===== config.mk =====
export PLATFORM = sky130hd
export DESIGN_NAME = bf_loop_ctrl
export DESIGN_NICKNAME = d
export VERILOG_FILES = /design/src/rtl/bf_pkg.sv /design/src/rtl/bf_ret_stack.sv /design/src/rtl/bf_loop_ctrl.sv
export SDC_FILE = /design/constraint.sdc
export NUM_CORES = 2
export LEC_CHECK = 0
export CORE_MARGIN = 10
export CORE_UTILIZATION = 60
export DETAILED_ROUTE_END_ITERATION = 8
export PLACE_DENSITY = 0.76
export SLEW_MARGIN = 10
export SYNTH_ARGS = -nofsm -noshare
export SYNTH_HDL_FRONTEND = slang
export SYNTH_SLANG_ARGS = --single-unit
export TNS_END_PERCENT = 50

===== constraint.sdc =====
create_clock -name clk -period 12.5 [get_ports clk]
set_input_delay 2.5 -clock clk [delete_from_list [all_inputs] [get_ports clk]]
set_output_delay 2.5 -clock clk [all_outputs]
set_load 0.01 [all_outputs]

===== src/rtl/bf_pkg.sv =====
// Shared definitions for the Brainfuck core loop-control path: state encoding,
// bracket opcodes and the default program-address width.
package bf_pkg;

    typedef enum logic [1:0] {
        ST_RUN  = 2'd0,
        ST_SKIP = 2'd1,
        ST_HALT = 2'd2
    } bf_state_e;

    // ASCII '[' and ']' as seen by the decoder
    localparam logic [7:0] BF_OP_OPEN  = 8'h5B;
    localparam logic [7:0] BF_OP_CLOSE = 8'h5D;

    localparam int BF_ADDR_WIDTH = 11;

endpackage


===== src/rtl/bf_ret_stack.sv =====
// Return-address stack: the top entry lives in a register so it is readable in
// the same cycle; the remaining 2^DEPTH-1 entries sit in a plain memory.
module bf_ret_stack
    import bf_pkg::*;
#(
    parameter int W     = BF_ADDR_WIDTH,
    parameter int DEPTH = 7
) (
    input  logic         clk,
    input  logic         reset,
    input  logic         push_i,
    input  logic         pop_i,
    input  logic [W-1:0] data_i,
    output logic [W-1:0] top_o,
    output logic         empty_o,
    output logic         full_o
);

    localparam int MEM_N = (1 << DEPTH) - 1;
    localparam int CW    = DEPTH + 1;

    logic [CW-1:0]    count_q, count_d;
    logic [W-1:0]     top_q, top_d;
    logic [W-1:0]     mem_q [0:MEM_N-1];
    logic [DEPTH-1:0] wr_idx, rd_idx;
    logic [W-1:0]     rd_data;

    // Entry count-1 is where the old top goes on push; count-2 is the new top on pop.
    assign wr_idx  = count_q[DEPTH-1:0] - DEPTH'(1);
    assign rd_idx  = count_q[DEPTH-1:0] - DEPTH'(2);
    assign rd_data = (rd_idx == DEPTH'(MEM_N)) ? '0 : mem_q[rd_idx];

    always_comb begin
        count_d = count_q;
        top_d   = top_q;
        if (push_i) begin
            count_d = count_q + CW'(1);
            top_d   = data_i;
        end else if (pop_i) begin
            count_d = count_q - CW'(1);
            top_d   = rd_data;
        end
    end

    always_ff @(posedge clk) begin
        if (reset) begin
            count_q <= '0;
            top_q   <= '0;
        end else begin
            count_q <= count_d;
            top_q   <= top_d;
        end
    end

    always_ff @(posedge clk) begin
        if (push_i && (count_q != '0) && (wr_idx != DEPTH'(MEM_N))) begin
            mem_q[wr_idx] <= top_q;
        end
    end

    assign top_o   = top_q;
    assign empty_o = (count_q == '0);
    assign full_o  = (count_q == CW'(1 << DEPTH));

endmodule


===== src/rtl/bf_loop_ctrl.sv =====
// Loop-control unit: pushes/pops return addresses, issues backward jumps and
// runs forward-skip mode. Error checking and HALT are enabled by BF_LOOP_ERR_EN.
module bf_loop_ctrl
    import bf_pkg::*;
#(
    parameter int ADDR_WIDTH = BF_ADDR_WIDTH,
    parameter int DEPTH      = 7,
    parameter int SKIP_WIDTH = 8
) (
    input  logic                  clk,
    input  logic                  reset,
    input  logic                  op_valid,
    output logic                  op_ready,
    input  logic                  op_open,
    input  logic                  op_close,
    input  logic                  cell_zero,
    input  logic [ADDR_WIDTH-1:0] pc,
    output logic                  jump,
    output logic [ADDR_WIDTH-1:0] jump_addr,
    output logic                  skipping,
    output logic                  error
);

    // Handshake: an op transfers on a posedge where op_valid && op_ready; op_ready
    // drops for the single jump cycle after a taken ']' and permanently in HALT.

    bf_state_e             state_q, state_d;
    logic [SKIP_WIDTH-1:0] depth_q, depth_d;
    logic                  jump_q, jump_d;
    logic [ADDR_WIDTH-1:0] jump_addr_q, jump_addr_d;

    logic                  accept, is_open, is_close;
    logic                  stk_push, stk_pop, stk_empty, stk_full;
    logic [ADDR_WIDTH-1:0] stk_top;

    assign op_ready = (state_q != ST_HALT) && !jump_q;
    assign accept   = op_valid && op_ready;
    // Both flags together is an illegal encoding and is treated as a plain op.
    assign is_open  = op_open && !op_close;
    assign is_close = op_close && !op_open;

    bf_ret_stack #(
        .W     (ADDR_WIDTH),
        .DEPTH (DEPTH)
    ) u_stack (
        .clk     (clk),
        .reset   (reset),
        .push_i  (stk_push),
        .pop_i   (stk_pop),
        .data_i  (pc + ADDR_WIDTH'(1)),
        .top_o   (stk_top),
        .empty_o (stk_empty),
        .full_o  (stk_full)
    );

    always_comb begin
        state_d     = state_q;
        depth_d     = depth_q;
        jump_d      = 1'b0;
        jump_addr_d = jump_addr_q;
        stk_push    = 1'b0;
        stk_pop     = 1'b0;
        case (state_q)
            ST_RUN: begin
                if (accept && is_open) begin
                    if (cell_zero) begin
                        depth_d = SKIP_WIDTH'(1);
                        state_d = ST_SKIP;
                    end else begin
`ifdef BF_LOOP_ERR_EN
                        if (stk_full) state_d = ST_HALT;
                        else          stk_push = 1'b1;
`else
                        stk_push = 1'b1;
`endif
                    end
                end else if (accept && is_close) begin
`ifdef BF_LOOP_ERR_EN
                    if (stk_empty) begin
                        state_d = ST_HALT;
                    end else
`endif
                    if (!cell_zero) begin
                        jump_d      = 1'b1;
                        jump_addr_d = stk_top;
                    end else begin
                        stk_pop = 1'b1;
                    end
                end
            end
            ST_SKIP: begin
                if (accept && is_open) begin
`ifdef BF_LOOP_ERR_EN
                    if (depth_q == '1) state_d = ST_HALT;
                    else               depth_d = depth_q + SKIP_WIDTH'(1);
`else
                    depth_d = depth_q + SKIP_WIDTH'(1);
`endif
                end else if (accept && is_close) begin
                    depth_d = depth_q - SKIP_WIDTH'(1);
                    if (depth_q == SKIP_WIDTH'(1)) state_d = ST_RUN;
                end
            end
            default: state_d = state_q;
        endcase
    end

    always_ff @(posedge clk) begin
        if (reset) begin
            state_q     <= ST_RUN;
            depth_q     <= '0;
            jump_q      <= 1'b0;
            jump_addr_q <= '0;
        end else begin
            state_q     <= state_d;
            depth_q     <= depth_d;
            jump_q      <= jump_d;
            jump_addr_q <= jump_addr_d;
        end
    end

    assign jump      = jump_q;
    assign jump_addr = jump_addr_q;
    assign skipping  = (state_q == ST_SKIP);

`ifdef BF_LOOP_ERR_EN
    assign error = (state_q == ST_HALT);
`else
    logic unused_flags;
    assign unused_flags = stk_empty | stk_full;
    assign error = 1'b0;
`endif

endmodule


==> flow_summary.ini <==
[finish]
nets = 2809
num-fill-cells = 5713
area_delta_synth_final_pct = 10.29
diodes = 0
postLayoutCoreUtil = 0.6673
drive_gt1_frac = 0.2283

[clock_tree]
path_clk_slew_ns = 0.06
clock_sink_count = 1437
tritoncts = built
post_cts.repair.setup_buffers = 0
root_buffer = clkbuf_16
clk_path_buf_depth = 3
cts_resized = 0
cts_buffers = 138
h-tree-depth = 4
ctsHoldBuffers = 0
insertion_delay_ns = 0.75

[setup_path]
start_kind = flip-flop
critPathRequiredTime_ns = 12.84
critPathArrivalTime_ns = 6.53
path_class = flip-flop to flip-flop
crit_path_end_kind = flip-flop
worstPathMaxFanout = 53

[yosys]
synth_xor_area_frac = 0.005376
synth_area_leaders = edfxtp_1 (74%), mux4_2 (15%), nor2_1 (1.5%)
synth_nets = 2748
ys_seq_elements = 1437
syn-cell-area_sq_um = 56550
synth-edff-count = 1397
synth.avg_cell_area_sq_um = 20.83
synth-compound-area-share = 0.02374
synthDistinctLibCells = 69
synthMuxAreaShare = 0.1617
synth_top_family_by_area = multiplexers
synth_top_area_share = 0.7418
synth_top_area_cell = edfxtp_1
synth_fa_ha_area_frac = 0.003673
synth_flop_cell = edfxtp_1
post_synth_and_or_nand_nor_area_fraction = 0.03447
yosysSeqAreaShare = 0.7559
async_flop_share = 0
yosysWarnings = 0
netlist_instances = 2715

[pwr]
total_power_mw = 10.33
p_int_mw = 7.861
p_per_area_nw_per_um2 = 165.6
leakagePower_nw = 19.49
p_seq_frac = 0.521
irDropWorstVdd_mv = 0.1281
p_clk_frac = 0.391
switchingPower_mw = 2.468
p_sw_frac = 0.2389
p_comb_frac = 0.088

[die]
die_h_um = 327.0
num_rows = 112
start_util = 0.6050
io_pins = 32
coreArea_sq_um = 93470
die_area_sq_um = 106900
die_w_um = 327.0

[placed_design]
dp_hpwl_um = 83350
gp_congestion = 0.9592
place.port_buffers = 30

[grt]
antenna_found_initial = 1
grt_pass1_vias = 28361
grt_pass1_wl_um = 209900
overflow = 0
groute.usage.overall = 0.2711
grt_max_degree = 157

[route]
vias = 29211
initialDrtViolationCount = 4951
ant_nets = 0
dr.pass1.iters = 7
finalWirelength_um = 144000
viasPerCell = 7.054
routedWlPerCell_um = 34.78
post-route-drc-count = 0

[timing]
fmax_mhz = 161.7
finalCritPeriodShare = 0.4946
worstMarginPinSlew_ns = 1.206
tns_ns = 0
period_minus_slack_ns = 6.183
relSlewSlack = 0.1961
setup_violations = 0
finClkSkew_ns = 0.03099
hold_viol = 0
rsz0062_at_grt = false
drv_slew = 0

[status]
status = completed

[run]
maxCapViolCount = 0

[worst_hold_path]
hp-class = flip-flop to flip-flop
-- routing by layer --
layer | track usage | vias to the layer above | part of all wire
li1 | - | 11394 | -
met1 | 0.3916 | 15025 | 0.38
met2 | 0.4020 | 2455 | 0.46
met3 | 0.07495 | 335 | 0.13
met4 | 0.09144 | 2 | 0.036
met5 | 0 | - | 0.000090
-- kinds of logic (layout without fill, tap and decap cells) --
kind of cell / after synthesis / in the layout
adders and majority gates: 16 / 16
DFF: 1437 / 1437
buffers and inverters: 161 / 333
AOI/OAI and AO/OA: 189 / 189
xor gates and xnor gates: 33 / 33
muxes: 438 / 438
other: 1 / 1
and+or+nand+nor: 440 / 440
-- sequential cells by signal, summed over array words and instances (netlist names) --
signal / cells
u_stack.mem_q: 1397
depth_q: 8
u_stack.top_o: 11
jump: 1
u_stack.count_q: 8
state_q: 1
jump_addr: 11
-- area by class of cell --
type | count | area (sq um) | area share
Timing Repair Buffer | 68 | 610.6 | 0.009789
Tap cell | 1254 | 1569 | 0.02515
Inverter | 14 | 52.55 | 0.0008425
Multi-Input combinational cell | 1117 | 13000 | 0.2084
Clock buffer | 164 | 3623 | 0.05809
Sequential cell | 1437 | 42800 | 0.6862
Clock inverter | 87 | 720.7 | 0.01155
-- synthesized netlist by cell type (5+ instances only) --
master and n:
buf_6 9, edfxtp_1 1397, a31oi_1 13, xnor2_1 21, and2_1 6, mux4_2 380, buf_1 12, a311oi_1 5
ha_1 15, a2111oi_0 6, inv_1 13, a22oi_1 14, nand3_1 25, o21ai_0 16, buf_2 48, clkbuf_1 48
nand2_1 116, nor2_1 224, a221oi_1 13, o22ai_1 10, a21oi_1 47, xor2_1 10, nand4_1 7, a211oi_1 23
and3_1 13, mux2i_1 55, o32a_1 5, nor4_1 6, nor3_1 14, dfxtp_1 40, buf_4 29
-- power groups by stage --
stage	combinational (mW)	clock, mW	sequential [mW]
global route	0.940	4.25	5.38
detailed placement	0.880	0	5.49
global placement	0.869	0	5.48
floorplan	0.550	0	5.46
CTS	0.888	4.06	5.38
finish	0.909	4.04	5.38
-- cell usage in the layout (no fill, tap or decap), types with 23 or more instances in the layout --
master / count
edfxtp_1: 1397
clkinv_1: 32
dfxtp_1: 27
a211oi_1: 23
nor2_1: 223
nand3_1: 25
mux4_2: 380
buf_4: 36
clkinv_2: 26
clkbuf_16: 140
a21oi_1: 47
nand2_1: 115
clkdlybuf4s50_1: 30
mux2i_1: 55
-- through the flow --
step	instance area (sq um)	hold WS, ns	setup slack, ns	cells
6_report	62370	0.4991	6.317	4141
5_1_grt	62370	0.5348	6.229	4141
3_3_place_gp	58030	0.4757	5.907	3890
3_5_place_dp	58030	0.4896	5.751	3890
2_1_floorplan	56550	0.4664	7.336	2715
4_1_cts	62370	0.5042	6.508	4141
-- worst max-delay path, cell delays in order (launching register included) --
cell,delay (ns)
dfxtp_4,0.91
clkinv_1,0.98
ha_1,0.66
a21boi_2,0.23
nand2_1,0.14
xor2_1,0.48
or4_1,0.52
o311a_4,0.30
nand3_4,0.54
nor2_1,0.96
-- worst paths after layout --
| check | slack (ns) | cells after the start | startpoint | end |
|---|---|---|---|---|
| worst max register to register | 6.32 | 9 | u_stack.count_q[1] | u_stack.mem_q[41][10] |
| worst min register to register | 0.50 | 2 | jump_addr[10] | jump_addr[10] |
| worst min-delay path | 0.50 | 2 | jump_addr[10] | jump_addr[10] |
| worst max-delay path | 6.32 | 9 | u_stack.count_q[1] | u_stack.mem_q[41][10] |
Power figures use the tool's default switching activity.
==> variant 1 (same flow settings) <==
The option `BF_LOOP_ERR_EN` is turned on by a define.
--- a/src/rtl/bf_loop_ctrl.sv
+++ b/src/rtl/bf_loop_ctrl.sv
@@ -2,2 +2,4 @@
 // runs forward-skip mode. Error checking and HALT are enabled by BF_LOOP_ERR_EN.
+`define BF_LOOP_ERR_EN
+
 module bf_loop_ctrl
Check against the original RTL: not equivalent (Yosys sat finds a counterexample within 4 cycles, from zero or initial values and one cycle with reset high).
==> variant 1 against the unedited design <==
- the flow now finishes with violations (design-rule violations)
- combinational power is 4.4% lower
- wire length up 3.5%
- final area rose by 0.97%
- synthesized cell count rose by 2.4%
- setup slack lost 0.35 ns
- count of clock-buffer cells in the layout is the same
- critical path type is now primary input to register
- synthesized area is 0.85% higher
- critical endpoint is now u_stack.mem_q[120][3]
- non-clock buffer count is the same
- power up 2.7%
- sequential cell count increased by 1
==> variant 1: results (changes against the unedited design) <==
* Status: finished with violations (was completed)
* Failing checks: design-rule violations
* Top cells by count, synth: 1397 x edfxtp_1, 367 x mux4_2, 191 x nor2_1 (was 1397 x edfxtp_1, 380 x mux4_2, 224 x nor2_1)
* Post-route cell area at 63000 µm² (was 62400 µm²)
* Wirelength per Cell at 35.4 µm (was 34.8 µm)
* Worst path arrival time at 6.90 ns (was 6.53 ns)
* Initial antenna violation count at 7 (was 1)
* Largest cells by area after synthesis: edfxtp_1 74%, mux4_2 14%, dfxtp_1 1.4% (was edfxtp_1 74%, mux4_2 15%, nor2_1 1.5%)
* Iter 0 DRT Violations at 4832 (was 4951)
* Number of CTS-inserted buffers at 139 (was 138)
* Synth cell types at 76 (was 69)
* Layout cells sized above 1 at 22.8% (about the same)
* Syn_nets at 2811 (was 2748)
* First-pass GRT wire length at 217000 µm (was 210000 µm)
* Leak at 20.4 nW (was 19.5 nW)
* Largest net degree at the start of global routing at 124 (was 157)
* Fillcell total at 5680 (was 5713)
* Vias in the first global route at 29100 (was 28400)
* Post-synthesis sequential area ratio at 75.0% (was 75.6%)
* I/O Buffers at 31 (was 30)
* Crit-path max FO at 16 (was 53)
* DRC viols at 1 (was 0)
* Worst slew pin tran at 1.26 ns (was 1.21 ns)
* Global-route total usage across every layer at 27.9% (was 27.1%)
* Maximum vdd ir drop at 0.137 mV (was 0.128 mV)
* Crit path max-delay family: simple AND/OR/NAND/NOR gates (unchanged)
* DR vias/cell at 7.12 (was 7.05)
* Post-DP HPWL at 84800 µm (was 83400 µm)
* Layout Skew at 0.0250 ns (was 0.0310 ns)
* Critical-path top delay cell: nor2_1 (was clkinv_1)
* CP peak stage delay at 1.18 ns (was 0.98 ns)
* Final Net Count at 2871 (was 2809)
* Pre-antenna DRT Iters at 8 (was 7)
## variant 1: cell types whose count changed after synthesis, moves of 11 or more
cell,unedited run,this run
nand2_1,116,158
buf_6,9,26
clkbuf_1,48,21
nor2_1,224,191
or3_1,4,15
buf_1,12,0
mux4_2,380,367
mux2i_1,55,67
## variant 1: routing by layer
layer  track usage [%]  share of wire [%]
met5                 0              0.076
met4              9.53                3.7
met3              7.74                 14
met2              41.3                 46
met1              40.2                 36
## variant 1: worst reg2reg max path, cell delays in order (launching register included)
cell and delay, ns:
dfxtp_4 0.72, inv_1 0.55, ha_1 0.43, nand2b_1 0.25, nor3_1 0.18, a211oi_2 0.92, o2111a_1 0.45, nand3_2 0.95
nor2_1 1.19
## variant 1: path summary, 6_finish.rpt
kind | startpoint | to | slack (ns) | cells after the start
setup / recovery | op_open | u_stack.mem_q[120][3] | 5.96 | 7
hold / removal | jump_addr[0] | jump_addr[0] | 0.50 | 2
setup reg to reg | u_stack.count_q[0] | u_stack.mem_q[120][3] | 6.47 | 8
hold reg to reg | jump_addr[0] | jump_addr[0] | 0.50 | 2
## variant 1: cells by family after synthesis
group / Yosys count / share of synthesized area [%]
AND/OR/NAND/NOR: 483 / 3.76
AO/OA/AOI/OAI: 211 / 2.61
buffers and inverters: 165 / 2.06
flip-flops: 1438 / 75.0
multiplexers: 440 / 15.8
XOR/XNOR: 29 / 0.472
adder cells (fa/ha/maj): 14 / 0.320
## variant 1: layout make-up
type                            count  area [µm²]  share of cell area [%]
Clock inverter                     87        1030                    1.63
Sequential cell                  1438       42800                    68.0
Clock buffer                      164        3730                    5.92
Tap cell                         1265        1580                    2.51
Inverter                           16        60.1                  0.0954
Timing Repair Buffer               68         626                   0.993
Multi-Input combinational cell   1177       13100                    20.9
## variant 1: per-stage QoR
| stage | worst slack, ns | util [%] | hold slack, ns | std cells |
|---|---|---|---|---|
| detailed placement | 5.42 | 61.6 | 0.485 | 3964 |
| CTS | 6.09 | 66.6 | 0.501 | 4215 |
| global route | 5.73 | 66.6 | 0.539 | 4215 |
| floorplan | 7.33 | - | 0.461 | 2780 |
| finish | 5.96 | 66.6 | 0.496 | 4215 |
| global placement | 5.48 | 61.6 | 0.473 | 3964 |
## variant 1: power breakdown
part	leakage [nW]	internal (mW)	switching, mW
Clock	2.32	2.58	1.81
Sequential	14.1	5.29	0.0610
Combinational	3.88	0.295	0.573
Total	20.4	8.16	2.44
==> variant 2 (config.mk and constraints unchanged) <==
Without the edit above. Take the reset off `jump_addr_q` and load it in a clocked block of its own.
--- a/src/rtl/bf_loop_ctrl.sv
+++ b/src/rtl/bf_loop_ctrl.sv
@@ -112,3 +112,2 @@
             jump_q      <= 1'b0;
-            jump_addr_q <= '0;
         end else begin
@@ -117,4 +116,7 @@
             jump_q      <= jump_d;
-            jump_addr_q <= jump_addr_d;
         end
+    end
+
+    always_ff @(posedge clk) begin
+        jump_addr_q <= jump_addr_d;
     end
Check against the original RTL: differs if reset is asserted again (counterexample within 4 cycles, from zero or initial values and one cycle with reset high); with reset held inactive, the same outputs for 4 cycles.
==> variant 2 against the unedited design <==
- via count shrank 3.1%
- first-iteration DRC count down 8.0%
- final area is 0.27% lower
- wire length is 3.2% lower
- power increased by 0.25%
- clock skew increased by 0.0074 ns
- cell count is 2.1% lower
- setup slack got worse by 0.85 ns
- register-to-register slack gained 0.68 ns
- synthesized area fell by 0.50%
- sequential cell count unchanged
- sequential share of layout area grew 0.37 points
==> variant 2: results (changes against the unedited design) <==
* Status: completed (unchanged)
* Initial antenna violation count at 2 (was 1)
* Top cells by count, synth: 1408 x edfxtp_1, 394 x mux4_2, 192 x nor2_1 (was 1397 x edfxtp_1, 380 x mux4_2, 224 x nor2_1)
* Compound-cell area share of the yosys netlist at 2.26% (was 2.37%)
* Critical-path top delay cell: nor2_1 (was clkinv_1)
* Placed Cells at 3805 (was 3890)
* Crit-path max FO at 16 (was 53)
* Drt total wl at 139000 µm (was 144000 µm)
* Largest cells by area after synthesis: edfxtp_1 75%, mux4_2 16%, nor2_1 1.3% (was edfxtp_1 74%, mux4_2 15%, nor2_1 1.5%)
* DR vias/cell at 6.98 (was 7.05)
* GRT met3 Usage at 5.35% (was 7.49%)
* Final Net Count at 2724 (was 2809)
* CTS root buffer: clkbuf_16 (unchanged)
* First-pass GRT wire length at 203000 µm (was 210000 µm)
* Worst path arrival time at 7.38 ns (was 6.53 ns)
* Met2 usage at 39.2% (was 40.2%)
* Avg Synthesized Cell Area at 21.4 µm² (was 20.8 µm²)
* Synth cell types at 72 (was 69)
* EDFF count, synth at 1408 (was 1397)
* Post-DP HPWL at 80300 µm (was 83400 µm)
* Layout cells sized above 1 at 23.7% (was 22.8%)
* Iter 0 DRT Violations at 4557 (was 4951)
* Global-route total usage across every layer at 26.3% (was 27.1%)
* CP peak stage delay at 1.15 ns (was 0.98 ns)
* Wire length on met2 at 64000 µm (was 66200 µm)
* Pre-antenna DRT Iters at 6 (was 7)
* Layout Skew at 0.0384 ns (was 0.0310 ns)
* Dpl cell area at 57800 µm² (was 58000 µm²)
* Xor/xnor share of the synthesized area at 0.465% (was 0.538%)
* Syn_nets at 2657 (was 2748)
* Metal-1 WL at 54300 µm (was 54500 µm)
* Setup WS pre-CTS at 4.84 ns (was 5.75 ns)
* Leak at 19.1 nW (was 19.5 nW)
* Post-synthesis sequential area ratio at 76.2% (was 75.6%)
variant 2: final timing paths:
kind	startpoint	endpoint	slack, ns	cells past startpoint
worst max-delay path	op_close	u_stack.mem_q[77][1]	5.47	8
worst min-delay path	depth_q[7]	depth_q[7]	0.49	2
worst max register to register	u_stack.count_q[1]	u_stack.mem_q[87][0]	7.00	9
worst min register to register	depth_q[7]	depth_q[7]	0.49	2
variant 2: cell type report:
type | instances | area [µm²] | share of cell area (%)
Clock buffer | 178 | 3770 | 6.06
Clock inverter | 73 | 642 | 1.03
Inverter | 11 | 41.3 | 0.0664
Multi-Input combinational cell | 1036 | 12700 | 20.4
Sequential cell | 1437 | 42900 | 69.0
Tap cell | 1254 | 1570 | 2.52
Timing Repair Buffer | 67 | 603 | 0.970
variant 2: where the power goes:
part / internal (mW) / total [mW] / switching [mW]
Combinational: 0.301 / 0.846 / 0.546
Clock: 2.33 / 4.10 / 1.77
Sequential: 5.33 / 5.41 / 0.0772
